==> src/rtl/fetch_stage_if.sv <==
// Instruction-port request/response bundle between the fetch stage (master)
// and instruction memory (slave).
interface fetch_stage_if;
  logic        inst_req;
  logic [31:0] inst_addr;
  logic        inst_ready;
  logic        inst_rdata_ok;
  logic [31:0] inst_rdata;

  modport master (
    output inst_req,
    output inst_addr,
    input  inst_ready,
    input  inst_rdata_ok,
    input  inst_rdata
  );

  modport slave (
    input  inst_req,
    input  inst_addr,
    output inst_ready,
    output inst_rdata_ok,
    output inst_rdata
  );
endinterface

==> src/rtl/fetch_stage.sv <==
// IF stage plus IF/ID register: single-outstanding fetch with a hold buffer for
// stalled responses, and delayed (branch-delay-slot) redirects.
//
// state  | meaning
// S_REQ  | request presented at pcF, waiting for memory to accept
// S_WAIT | request accepted, waiting for read data
// S_HOLD | read data captured in hold buffer, waiting for stallF to drop
module fetch_stage #(
  parameter logic [31:0] RESET_PC = 32'h0000_0000
) (
  input  logic               clk,
  input  logic               rst,
  input  logic               stallF,
  input  logic               stallD,
  input  logic               flushD,
  input  logic               pcsrcD,
  input  logic [31:0]        pcbranchD,
  input  logic               jumpD,
  input  logic [31:0]        pcjumpD,
  fetch_stage_if.master      imem,
  output logic               fetch_stall,
  output logic [31:0]        instrD,
  output logic [31:0]        pcD,
  output logic [31:0]        pcplus4D,
  output logic               validD
);

  typedef enum logic [1:0] {S_REQ, S_WAIT, S_HOLD} state_t;

  state_t      state_q, state_d;
  logic [31:0] pc_q, pc_d;
  logic [31:0] hold_q, hold_d;
  logic        pend_q, pend_d;
  logic [31:0] tgt_q, tgt_d;
  logic [31:0] instrD_q, instrD_d;
  logic [31:0] pcD_q, pcD_d;
  logic [31:0] pcplus4D_q, pcplus4D_d;
  logic        validD_q, validD_d;
  logic        req_q;

  logic        avail, consume, redir_now;
  logic [31:0] word, redir_tgt, pc_plus4;

  always_comb begin
    state_d    = state_q;
    pc_d       = pc_q;
    hold_d     = hold_q;
    pend_d     = pend_q;
    tgt_d      = tgt_q;
    instrD_d   = instrD_q;
    pcD_d      = pcD_q;
    pcplus4D_d = pcplus4D_q;
    validD_d   = validD_q;

    redir_now = ~stallD & (jumpD | pcsrcD);
    redir_tgt = jumpD ? pcjumpD : pcbranchD;
    avail     = ((state_q == S_WAIT) & imem.inst_rdata_ok) | (state_q == S_HOLD);
    word      = (state_q == S_HOLD) ? hold_q : imem.inst_rdata;
    consume   = avail & ~stallF;
    pc_plus4  = pc_q + 32'd4;

    case (state_q)
      S_REQ:  if (imem.inst_ready) state_d = S_WAIT;
      S_WAIT: begin
        if (imem.inst_rdata_ok) begin
          if (stallF) begin
            state_d = S_HOLD;
            hold_d  = imem.inst_rdata;
          end else begin
            state_d = S_REQ;
          end
        end
      end
      S_HOLD: if (!stallF) state_d = S_REQ;
      default: state_d = S_REQ;
    endcase

    // The word being consumed is the delay slot; the redirect applies to the next fetch.
    if (consume) begin
      pend_d = 1'b0;
      if (redir_now)   pc_d = redir_tgt;
      else if (pend_q) pc_d = tgt_q;
      else             pc_d = pc_plus4;
    end else if (redir_now) begin
      pend_d = 1'b1;
      tgt_d  = redir_tgt;
    end

    if (flushD) begin
      instrD_d   = 32'h0;
      pcD_d      = 32'h0;
      pcplus4D_d = 32'h0;
      validD_d   = 1'b0;
    end else if (!stallD) begin
      if (consume) begin
        instrD_d   = word;
        pcD_d      = pc_q;
        pcplus4D_d = pc_plus4;
        validD_d   = 1'b1;
      end else begin
        instrD_d = 32'h0;
        validD_d = 1'b0;
      end
    end
  end

  always_ff @(posedge clk) begin
    if (rst) begin
      state_q    <= S_REQ;
      req_q      <= 1'b1;
      pc_q       <= RESET_PC;
      hold_q     <= 32'h0;
      pend_q     <= 1'b0;
      tgt_q      <= 32'h0;
      instrD_q   <= 32'h0;
      pcD_q      <= 32'h0;
      pcplus4D_q <= 32'h0;
      validD_q   <= 1'b0;
    end else begin
      state_q    <= state_d;
      req_q      <= (state_d == S_REQ);
      pc_q       <= pc_d;
      hold_q     <= hold_d;
      pend_q     <= pend_d;
      tgt_q      <= tgt_d;
      instrD_q   <= instrD_d;
      pcD_q      <= pcD_d;
      pcplus4D_q <= pcplus4D_d;
      validD_q   <= validD_d;
    end
  end

  assign imem.inst_req  = req_q;
  assign imem.inst_addr = pc_q;
  assign fetch_stall    = ~avail;
  assign instrD         = instrD_q;
  assign pcD            = pcD_q;
  assign pcplus4D       = pcplus4D_q;
  assign validD         = validD_q;

endmodule

==> src/flat_wrapper.sv <==
// flat-port wrapper written by rule: the top's interface ports become plain ports
module fetch_stage_flat 
#(
  parameter logic [31:0] RESET_PC = 32'h0000_0000
)
  (clk, rst, stallF, stallD, flushD, pcsrcD, pcbranchD, jumpD, pcjumpD, fetch_stall, instrD, pcD, pcplus4D, validD, imem_inst_req, imem_inst_addr, imem_inst_ready, imem_inst_rdata_ok, imem_inst_rdata);
  fetch_stage_if imem_i ();
  input  logic clk;
  input  logic rst;
  input  logic stallF;
  input  logic stallD;
  input  logic flushD;
  input  logic pcsrcD;
  input  logic [31:0] pcbranchD;
  input  logic jumpD;
  input  logic [31:0] pcjumpD;
  output logic fetch_stall;
  output logic [31:0] instrD;
  output logic [31:0] pcD;
  output logic [31:0] pcplus4D;
  output logic validD;
  output wire logic [$bits(imem_i.inst_req)-1:0] imem_inst_req;
  output wire logic [$bits(imem_i.inst_addr)-1:0] imem_inst_addr;
  input wire logic [$bits(imem_i.inst_ready)-1:0] imem_inst_ready;
  input wire logic [$bits(imem_i.inst_rdata_ok)-1:0] imem_inst_rdata_ok;
  input wire logic [$bits(imem_i.inst_rdata)-1:0] imem_inst_rdata;
  assign imem_inst_req = imem_i.inst_req;
  assign imem_inst_addr = imem_i.inst_addr;
  assign imem_i.inst_ready = imem_inst_ready;
  assign imem_i.inst_rdata_ok = imem_inst_rdata_ok;
  assign imem_i.inst_rdata = imem_inst_rdata;
  fetch_stage #(.RESET_PC(RESET_PC)) u_core (.clk(clk), .rst(rst), .stallF(stallF), .stallD(stallD), .flushD(flushD), .pcsrcD(pcsrcD), .pcbranchD(pcbranchD), .jumpD(jumpD), .pcjumpD(pcjumpD), .imem(imem_i), .fetch_stall(fetch_stall), .instrD(instrD), .pcD(pcD), .pcplus4D(pcplus4D), .validD(validD));
endmodule
==> config.mk <==
export PLATFORM = sky130hd
export DESIGN_NAME = fetch_stage_flat
export DESIGN_NICKNAME = d
export VERILOG_FILES = /design/src/rtl/fetch_stage_if.sv /design/src/rtl/fetch_stage.sv /design/src/flat_wrapper.sv
export SDC_FILE = /design/constraint.sdc
export NUM_CORES = 1
export LEC_CHECK = 0
export BUFFER_PORTS_ARGS = -buffer_cell sky130_fd_sc_hd__buf_2
export CAP_MARGIN = 30
export CORE_ASPECT_RATIO = 0.7
export CORE_MARGIN = 2
export CORE_UTILIZATION = 53
export CTS_CLUSTER_DIAMETER = 150
export CTS_CLUSTER_SIZE = 12
export DETAILED_ROUTE_END_ITERATION = 6
export PLACE_DENSITY = 0.8
export SYNTH_ARGS = -nofsm -noshare
export SYNTH_HDL_FRONTEND = slang
export SYNTH_SLANG_ARGS = --single-unit
export TNS_END_PERCENT = 30
==> constraint.sdc <==
create_clock -name clk -period 2.78 [get_ports clk]
set_clock_uncertainty 0.1 [all_clocks]
set_input_delay 0 -clock clk [delete_from_list [all_inputs] [get_ports clk]]
set_output_delay 0 -clock clk [all_outputs]
set_load 0.02 [all_outputs]
==> flow_summary.yaml, run 1 <==
clock_network:
  cts_buffers: 17
  clock-sinks: 195
  worstSkewPairLatency_ns: 0.44
  cts_tree: "built"
  clk_path_buf_depth: 2
  clkTransAtPathRegs_ns: 0.08
  ctsResizeCount: 0
  cts_max_level: 4
  cts_root_buf: "clkbuf_16"
layout:
  fin_util_pct: 71.9
  syn_to_final_growth_pct: 32.8
  drive_gt1_share_pct: 22.4
  antenna_cells: 0
  fill_cells: 1258
  layout_common_cells: "234 x buf_2, 195 x dfxtp_1, 164 x nand2_1, 143 x nor2_1, 137 x a21oi_1"
  nets: 1483
  mostFrequentLayoutCell: "buf_2"
  final_area_um2: 11800
floorplanning:
  fp-row-count: 39
  core_area_um2: 16300
  dieArea_um2: 17800
  dieWidth_um: 158
  ioPinCount: 236
  start_util_pct: 54.1
  die_h_um: 112
power_and_ir_drop:
  powerDensity_nw_per_um2: 528
  vdd_ir_drop_max_mv: 0.387
  leakage_nw: 4.99
worst_setup_path:
  critPathMaxStageDelay_ns: 0.58
  start_kind: "register"
  crit_path_max_fanout: 24
  critPathSlowestCell: "dlygate4sd3_1"
  end_kind: "register"
  path_class: "reg2reg"
  critPathArrivalTime_ns: 2.67
  path_cells: "nand3b_1, a21oi_4, nor2_4, nor2_1, a311oi_1, dlygate4sd3_1"
  crit_required_ns: 3.06
logic_synthesis:
  yosysTopAreaCell: "dfxtp_1"
  synth.net_count: 1199
  ys.flop_type: "dfxtp_1"
  yosys-top-cells-area: "dfxtp_1 44%, mux2i_1 7.9%, a21oi_1 7.8%"
  synth_top_area_share_pct: 44.1
  ys_async_sr_fraction_pct: 0
  ys_warn_count: 0
  synthDistinctLibCells: 58
  yosys_register_bits: 195
  synth.avg_cell_area_um2: 8.09
  syn_inst: 1093
  seq_area_frac_synth_pct: 44.1
  synth_edf_count: 0
  netlist_area_um2: 8850
sta:
  tightest_slew_ns: 1.10
  finalCritPeriodShare_pct: 85.8
  max-slew-margin-rel_pct: 26.6
  rsz0062_at_grt: "no"
  fmax_ghz: 0.419
  hold_violations: 0
  fin_setup_tns_ns: 0
  maxSlewViolCount: 0
  setup_viol_count_final: 0
  fin_crit_ns: 2.38
place:
  placed_area_um2: 10100
  io_buffers: 235
  place_hpwl_um: 18200
  gp_congestion: 0.927
route:
  drt_first_pass_iters: 6
  vias: 9284
  vias_per_cell: 5.75
  wire_per_inst_um: 17.8
  drc_errors: 0
  drt_wl_total_um: 28800
  drt_iter0_markers: 1056
  ant_nets: 0
status:
  outcome: "complete, no violations"
global_routing:
  grt_pass1_vias: 8856
  antenna_found_initial: 0
  overflow: 0
  grt_pass1_wl_um: 44900
  gr-usage-all-layers_pct: 32.1
  grt_max_degree: 85
run:
  max_cap_violations: 0
hold_path:
  worstHoldPathType: "in2reg"
-- kinds of logic (layout without fill, tap and decap cells) --
family | count (synthesis) | in the layout | share of synthesized area [%]
AO/OA/AOI/OAI | 282 | 282 | 19.1
AND/OR/NAND/NOR | 409 | 410 | 20.7
flip-flops | 195 | 195 | 44.1
XOR/XNOR | 26 | 26 | 2.57
buffers and inverters | 107 | 403 | 5.11
adder cells (fa/ha/maj) | 1 | 1 | 0.141
multiplexers | 73 | 73 | 8.30
-- worst paths after layout --
| check | endpoint | startpoint | cells after the start | slack [ns] |
|---|---|---|---|---|
| setup / recovery | u_core.tgt_q[31] | u_core.state_q[1] | 6 | 0.40 |
| hold / removal | u_core.imem.inst_addr[5] | pcjumpD[5] | 5 | 0.005 |
| setup reg to reg | u_core.tgt_q[31] | u_core.state_q[1] | 6 | 0.40 |
| hold reg to reg | u_core.pcD[26] | u_core.pcD[26] | 2 | 0.36 |
-- area by class of cell --
class | count | area [µm²] | area share [%]
multi-input combinational | 792 | 4530 | 38.5
sequential | 195 | 3900 | 33.2
timing repair buffer | 362 | 2420 | 20.6
clock buffer | 18 | 439 | 3.74
tap | 225 | 282 | 2.40
clock inverter | 14 | 141 | 1.20
inverter | 9 | 33.8 | 0.287
-- stage by stage --
stage | hold slack, ns | power, W | std cells | setup slack (ns)
floorplan | 0.0360 | 0.00342 | 1093 | 0.613
global placement | 0.153 | 0.00364 | 1476 | 0.543
detailed placement | 0.161 | 0.00366 | 1476 | 0.455
CTS | 0.00560 | 0.00619 | 1614 | 0.175
global route | 0.0537 | 0.00642 | 1615 | 0.172
finish | 0.00533 | 0.00621 | 1615 | 0.396
-- report_power, final --
part,switching (W),internal (W)
Combinational,0.000440,0.000352
Sequential,0.0000935,0.00287
Clock,0.00116,0.00129
Total,0.00169,0.00451
-- timing repair --
item	4_1_cts	5_1_grt
hold endpoints to repair	129	0
endpoints found under the setup margin	0	1
setup buffers	0	0
hold buffers	106	0
-- sequential cells by signal, summed over array words and instances (netlist names) --
| register | flops |
|---|---|
| u_core.state_q | 2 |
| u_core.imem.inst_addr | 32 |
| u_core.tgt_q | 32 |
| u_core.pcplus4D | 32 |
| u_core.hold_q | 32 |
| u_core.pcD | 30 |
| u_core.validD | 1 |
| u_core.pend_q | 1 |
| u_core.instrD | 32 |
| u_core.imem.inst_req | 1 |
-- cell usage after synthesis (all sizes together), types with 3 or more instances --
library cell,number
a211oi,43
a21oi,138
a311oi,3
a31oi,10
a32o,3
and3,4
buf,31
clkbuf,67
dfxtp,195
inv,9
mux2,3
mux2i,70
nand2,164
nand2b,4
nand3,36
nand3b,5
nand4,13
nor2,144
nor3,18
nor3b,3
nor4,7
o211ai,12
o21ai,46
o22ai,3
o311ai,5
o31ai,3
o32ai,3
xnor2,13
xor2,13
-- worst max-delay path: cells and delay by family, from the launching register on --
family                 cells  cell delay (ns)
AO/OA/AOI/OAI              2             0.41
AND/OR/NAND/NOR            3             0.85
flip-flops                 1             0.39
buffers and inverters      1             0.58
-- metal layers --
layer / GRT usage, % / routed length [µm]
met2: 50.6 / 13000
met5: 2.80 / 67
met4: 13.9 / 998
met3: 10.4 / 2980
met1: 40.4 / 11800
No activity file was read; power rests on OpenSTA's default activity.
==> run 2, diff against run 1 <==
Settings changed: SETUP_SLACK_MARGIN set to 0.4.
==> run 2 against run 1 <==
  * Cell area grew 0.15%
  * Critical path depth shrank 1
  * Die area is the same
  * Cell count grew 0.12%
  * Combinational power is essentially flat
  * Largest cell class unchanged
==> flow_summary.yaml, run 2 (same netlist as run 1, synthesis figures left out) <==
worst_setup_path:
  endpoint: "u_core.pcplus4D[25]"
  path_class: "reg2reg"
  critPathArrivalTime_ns: 2.63
  cpLargestDelayFamily: "simple AND/OR/NAND/NOR gates"
  rrSetupSlack_ns: 0.40
  r2r-start: "u_core.imem.inst_addr[11]"
  critPathMaxStageDelay_ns: 0.62
  r2r_cells: 5
  critPathLaunch: "u_core.imem.inst_addr[11]"
  crit_path_max_fanout: 11
  critPathSlowestCell: "nor4_4"
  crit_required_ns: 3.02
  path_cells: "nand4_4, nor4_4, nand4_1, xnor2_1, a211oi_1"
  r2r_end: "u_core.pcplus4D[25]"
  start_kind: "register"
  critPathBufInv: 0
  end_kind: "register"
  cp.depth: 5
clock_network:
  cts_max_level: 4
  clk_path_buf_depth: 2
  cts_buffers: 17
  clkTransAtPathRegs_ns: 0.08
  cts_tree: "built"
  cts_root_buf: "clkbuf_16"
  clock-sinks: 195
  worstSkewPairLatency_ns: 0.43
route:
  drt_iter0_markers: 1019
  wire_per_inst_um: 17.8
  drt_wl_total_um: 28800
  vias: 9273
  drt_first_pass_iters: 7
  ant_nets: 0
  vias_per_cell: 5.73
  drc_errors: 0
floorplanning:
  core_area_um2: 16300
  dieArea_um2: 17800
  start_util_pct: 54.1
  die_h_um: 112
  ioPinCount: 236
  fp-row-count: 39
  dieWidth_um: 158
sta:
  finalCritPeriodShare_pct: 85.7
  fmax_ghz: 0.420
  fin_crit_ns: 2.38
  setup_viol_count_final: 0
  maxSlewViolCount: 0
  rsz0062_at_grt: "yes"
  tightest_slew_ns: 1.10
  max-slew-margin-rel_pct: 26.7
  fin_setup_tns_ns: 0
  whs_ns: 0.000845
  layout_setup_ws_ns: 0.397
  hold_violations: 0
layout:
  antenna_cells: 0
  final_area_um2: 11800
  layout_common_cells: "234 x buf_2, 195 x dfxtp_1, 164 x nand2_1, 142 x nor2_1, 137 x a21oi_1"
  mostFrequentLayoutCell: "buf_2"
  syn_to_final_growth_pct: 33.0
  drive_gt1_share_pct: 22.6
  nets: 1485
global_routing:
  gr-usage-all-layers_pct: 31.9
  grt_pass1_wl_um: 44600
  overflow: 0
  grt_pass1_vias: 8803
  antenna_found_initial: 0
  grt_max_degree: 85
place:
  post-place-ws_ns: 0.455
  gp_congestion: 0.927
  io_buffers: 235
  placed_area_um2: 10100
  place_hpwl_um: 18200
power_and_ir_drop:
  vdd_ir_drop_max_mv: 0.388
  powerDensity_nw_per_um2: 527
  leakage_nw: 5.00
  power_w: 0.00621
hold_path:
  worstHoldPathType: "in2reg"
run:
  max_cap_violations: 0
status:
  outcome: "complete, no violations"
[run 2: final cells by class]
| class | count | area (µm²) |
|---|---|---|
| fill | 1247 | 4580 |
| multi-input combinational | 792 | 4530 |
| sequential | 195 | 3900 |
| timing repair buffer | 364 | 2440 |
| clock buffer | 18 | 439 |
| tap | 225 | 282 |
| clock inverter | 14 | 141 |
| inverter | 9 | 33.8 |
[run 2: where the power goes]
| group | internal [W] | switching (W) |
|---|---|---|
| logic | 0.000351 | 0.000439 |
| clock network | 0.00129 | 0.00116 |
| registers | 0.00287 | 0.0000933 |
| total | 0.00451 | 0.00169 |
[run 2: worst min-delay path by stage]
stage                     slack [ns]                   endpoint  cells after the start                 from
after global placement          0.15           u_core.hold_q[6]                      3   imem_inst_rdata[6]
after global routing            0.05   u_core.imem.inst_addr[5]                      5           pcjumpD[5]
after floorplan                 0.04           u_core.hold_q[0]                      2   imem_inst_rdata[0]
final                         0.0008   u_core.imem.inst_addr[5]                      5           pcjumpD[5]
after CTS                      0.006  u_core.imem.inst_addr[13]                      6          pcjumpD[13]
after detailed placement        0.16          u_core.hold_q[12]                      3  imem_inst_rdata[12]
[run 2: metrics by stage]
| step | instances | util (%) |
|---|---|---|
| 3_3_place_gp | 1476 | 61.8 |
| 4_1_cts | 1614 | 71.8 |
| 2_1_floorplan | 1093 | - |
| 5_1_grt | 1617 | 72.0 |
| 3_5_place_dp | 1476 | 61.8 |
| 6_report | 1617 | 72.0 |
[run 2: per-layer routing]
metal / vias up / track usage (%) / share of wire [%] / wire [µm]
li1: 4382 / - / - / -
met1: 4278 / 40.5 / 41 / 11800
met2: 520 / 50.5 / 45 / 12900
met3: 93 / 10.5 / 11 / 3120
met4: 0 / 12.4 / 3.3 / 953
met5: - / 0 / 0 / 0
[run 2: worst register-to-register path: stages, from the launching register on]
cell	delay [ns]
dfxtp_1	0.60
nand4_4	0.27
nor4_4	0.62
nand4_1	0.27
xnor2_1	0.19
a211oi_1	0.24
[run 2: timing repair]
action,CTS,global route
hold buffers,106,0
buffers inserted,0,2
gates resized for setup,0,1
setup endpoints to repair,0,26
hold endpoints to repair,129,0
==> run 3, diff against run 2 <==
Settings changed: ABC_AREA set to 1, CORE_UTILIZATION 53 to 43, PLACE_DENSITY 0.8 to 0.67.
==> run 3 against run 2 <==
  * The flow now finishes with violations (negative hold slack)
  * Largest power group unchanged
  * Sequential share of layout area decreased by 0.48 points
  * Critical endpoint is now u_core.pcplus4D[16]
  * Largest cell class unchanged
  * Core utilization decreased by 14 points
  * Sequential power is essentially flat
  * First-iteration DRC count shrank 33%
  * Sequential cell count did not move
  * Worst setup slack improved by 0.17 ns
==> flow_summary.yaml, run 3 <==
layout:
  nets: 1616
  multi_input_comb_area_um2: 4330
  drive_gt1_share_pct: 24.5
  antenna_cells: 0
  seqCellArea_um2: 3900
  fill_cells: 1904
  syn_to_final_growth_pct: 33.7
  mostFrequentLayoutCell: "nand2_1"
  layout_common_cells: "241 x nand2_1, 235 x buf_2, 195 x dfxtp_1, 177 x nor2_1, 153 x o21ai_0"
route:
  drt_iter0_markers: 687
  wire_per_inst_um: 15.7
  met2_wirelength_um: 12300
  wl_met1_um: 13300
  vias: 9097
  wl_met3_um: 2190
  drt_first_pass_iters: 5
  vias_per_cell: 5.06
  drc_errors: 0
  top_layer_used: "met4"
  ant_nets: 0
  drt_wl_total_um: 28300
logic_synthesis:
  synthDistinctLibCells: 32
  synth_compound_area_share_pct: 21.7
  yosys-top-cells-count: "241 x nand2_1, 195 x dfxtp_1, 178 x nor2_1"
  ys_async_sr_fraction_pct: 0
  synth_top_family_by_area: "compound AO/OA/AOI/OAI gates"
  yosys.area_share.simple_pct: 20.4
  synth-adder-area-share_pct: 0.140
  post-synth-top-count-cell: "nand2_1"
  netlist_area_um2: 8930
  yosys-top-cells-area: "dfxtp_1 44%, nand2_1 10%, o21ai_0 8.6%"
  synth_top_area_share_pct: 43.7
  synth.net_count: 1308
  ys.flop_type: "dfxtp_1"
  muxShareOfSynthArea_pct: 4.78
  synth_edf_count: 0
  seq_area_frac_synth_pct: 43.7
  yosys_register_bits: 195
  ys_warn_count: 0
  syn_inst: 1202
  synth-xor-area-share_pct: 1.37
  yosysTopAreaCell: "dfxtp_1"
  synth.avg_cell_area_um2: 7.43
power_and_ir_drop:
  power.share.combinational_pct: 13.3
  p_sw_w: 0.00166
  p_int_w: 0.00454
  sequentialPowerShare_pct: 48.1
  vdd_ir_drop_max_mv: 0.379
  leakage_nw: 5.41
  p_clk_share_pct: 38.6
  swShare_pct: 26.8
  powerDensity_nw_per_um2: 519
worst_setup_path:
  critPathArrivalTime_ns: 2.43
  start_kind: "register"
  end_kind: "register"
  crit_required_ns: 2.99
  path_class: "reg2reg"
  crit_path_max_fanout: 5
floorplanning:
  dieArea_um2: 22000
  core_area_um2: 20500
  ioPinCount: 236
  fp-row-count: 44
  start_util_pct: 43.5
  dieWidth_um: 176
  die_h_um: 125
sta:
  fin_crit_ns: 2.22
  whs_ns: -0.000746
  rsz0062_at_grt: "no"
  fmax_ghz: 0.451
  maxSlewViolCount: 0
  hold_violations: 1
  finalCritPeriodShare_pct: 79.7
  tightest_slew_ns: 0.845
  setup_viol_count_final: 0
  fin_setup_tns_ns: 0
  max-slew-margin-rel_pct: 43.6
clock_network:
  cts_buffers: 17
  cts_root_buf: "clkbuf_16"
  cts_tree: "built"
  clock-sinks: 195
  worstSkewPairLatency_ns: 0.43
  clkTransAtPathRegs_ns: 0.07
  clk_path_buf_depth: 2
  cts_max_level: 4
global_routing:
  grt_pass1_wl_um: 44400
  antenna_found_initial: 0
  overflow: 0
  grt_pass1_vias: 8386
  grt_max_degree: 55
  gr-usage-all-layers_pct: 25.4
place:
  io_buffers: 235
  gp_congestion: 0.941
  place_hpwl_um: 19000
hold_path:
  worstHoldPathType: "in2reg"
run:
  max_cap_violations: 0
status:
  violations: "negative hold slack"
  outcome: "finished, violations left"
[run 3: changes by cell type in the layout (fill, tap and decap cells not counted), sizes merged, moves of 19 or more]
cell / before / now
a21oi: 138 / 119
inv: 16 / 80
a211oi: 43 / 24
nor2: 145 / 188
nand3: 36 / 16
nand2: 164 / 246
mux2: 3 / 37
mux2i: 70 / 1
o21ai: 46 / 168
[run 3: cell families after synthesis]
group                      after synthesis
buffers and inverters                  157
xor gates and xnor gates                14
AOI/OAI and AO/OA                      338
adders and majority gates                1
DFF                                    195
muxes                                   38
and+or+nand+nor                        459
[run 3: worst paths after layout]
kind,start,endpoint,slack [ns],cells after the start
worst max-delay path,u_core.imem.inst_addr[3],u_core.pcplus4D[16],0.56,7
worst min-delay path,flushD,u_core.instrD[7],-0.0007,4
worst max register to register,u_core.imem.inst_addr[3],u_core.pcplus4D[16],0.56,7
worst min register to register,u_core.instrD[31],u_core.instrD[31],0.35,2
[run 3: cell type report]
class / instances / share of cell area [%]
clock buffer: 19 / 3.79
clock inverter: 11 / 0.880
inverter: 78 / 2.45
multi-input combinational: 850 / 36.3
sequential: 195 / 32.7
tap: 276 / 2.89
timing repair buffer: 368 / 21.0
[run 3: per-layer routing]
metal / global-route usage (%) / up-vias
met5: 0 / -
met1: 35.4 / 4195
li1: - / 4549
met4: 5.79 / 0
met3: 6.90 / 30
met2: 39.1 / 323
[run 3: stage by stage]
step           cells  total power [W]  setup slack, ns  util (%)  cell area, µm²
3_5_place_dp    1655          0.00371            0.479      49.9           10300
3_3_place_gp    1653          0.00370            0.565      49.7           10200
6_report        1797          0.00620            0.563      58.1           11900
4_1_cts         1797          0.00623            0.458      58.1           11900
2_1_floorplan   1202          0.00346             1.04         -            8930
5_1_grt         1797          0.00644            0.425      58.1           11900
[run 3: what timing repair did]
action | in CTS | in global routing
buffers inserted | 0 | 0
hold buffers | 112 | 0
setup endpoints to repair | 0 | 22
hold endpoints to repair | 104 | 0
gates resized for setup | 0 | 3
[run 3: critical path: stages (launching register included)]
cell and delay, ns:
dfxtp_1 0.44, ha_1 0.27, nand3_1 0.20, nor2_1 0.49, nand3_1 0.16, xnor2_1 0.18
o21ai_0 0.20, inv_1 0.07
[run 3: power groups by stage]
stage	sequential (W)	clock (W)	combinational, W
6_report	0.00298	0.00239	0.000822
5_1_grt	0.00299	0.00255	0.000899
4_1_cts	0.00298	0.00244	0.000811
3_5_place_dp	0.00304	0	0.000672
3_3_place_gp	0.00304	0	0.000655
2_1_floorplan	0.00306	0	0.000403
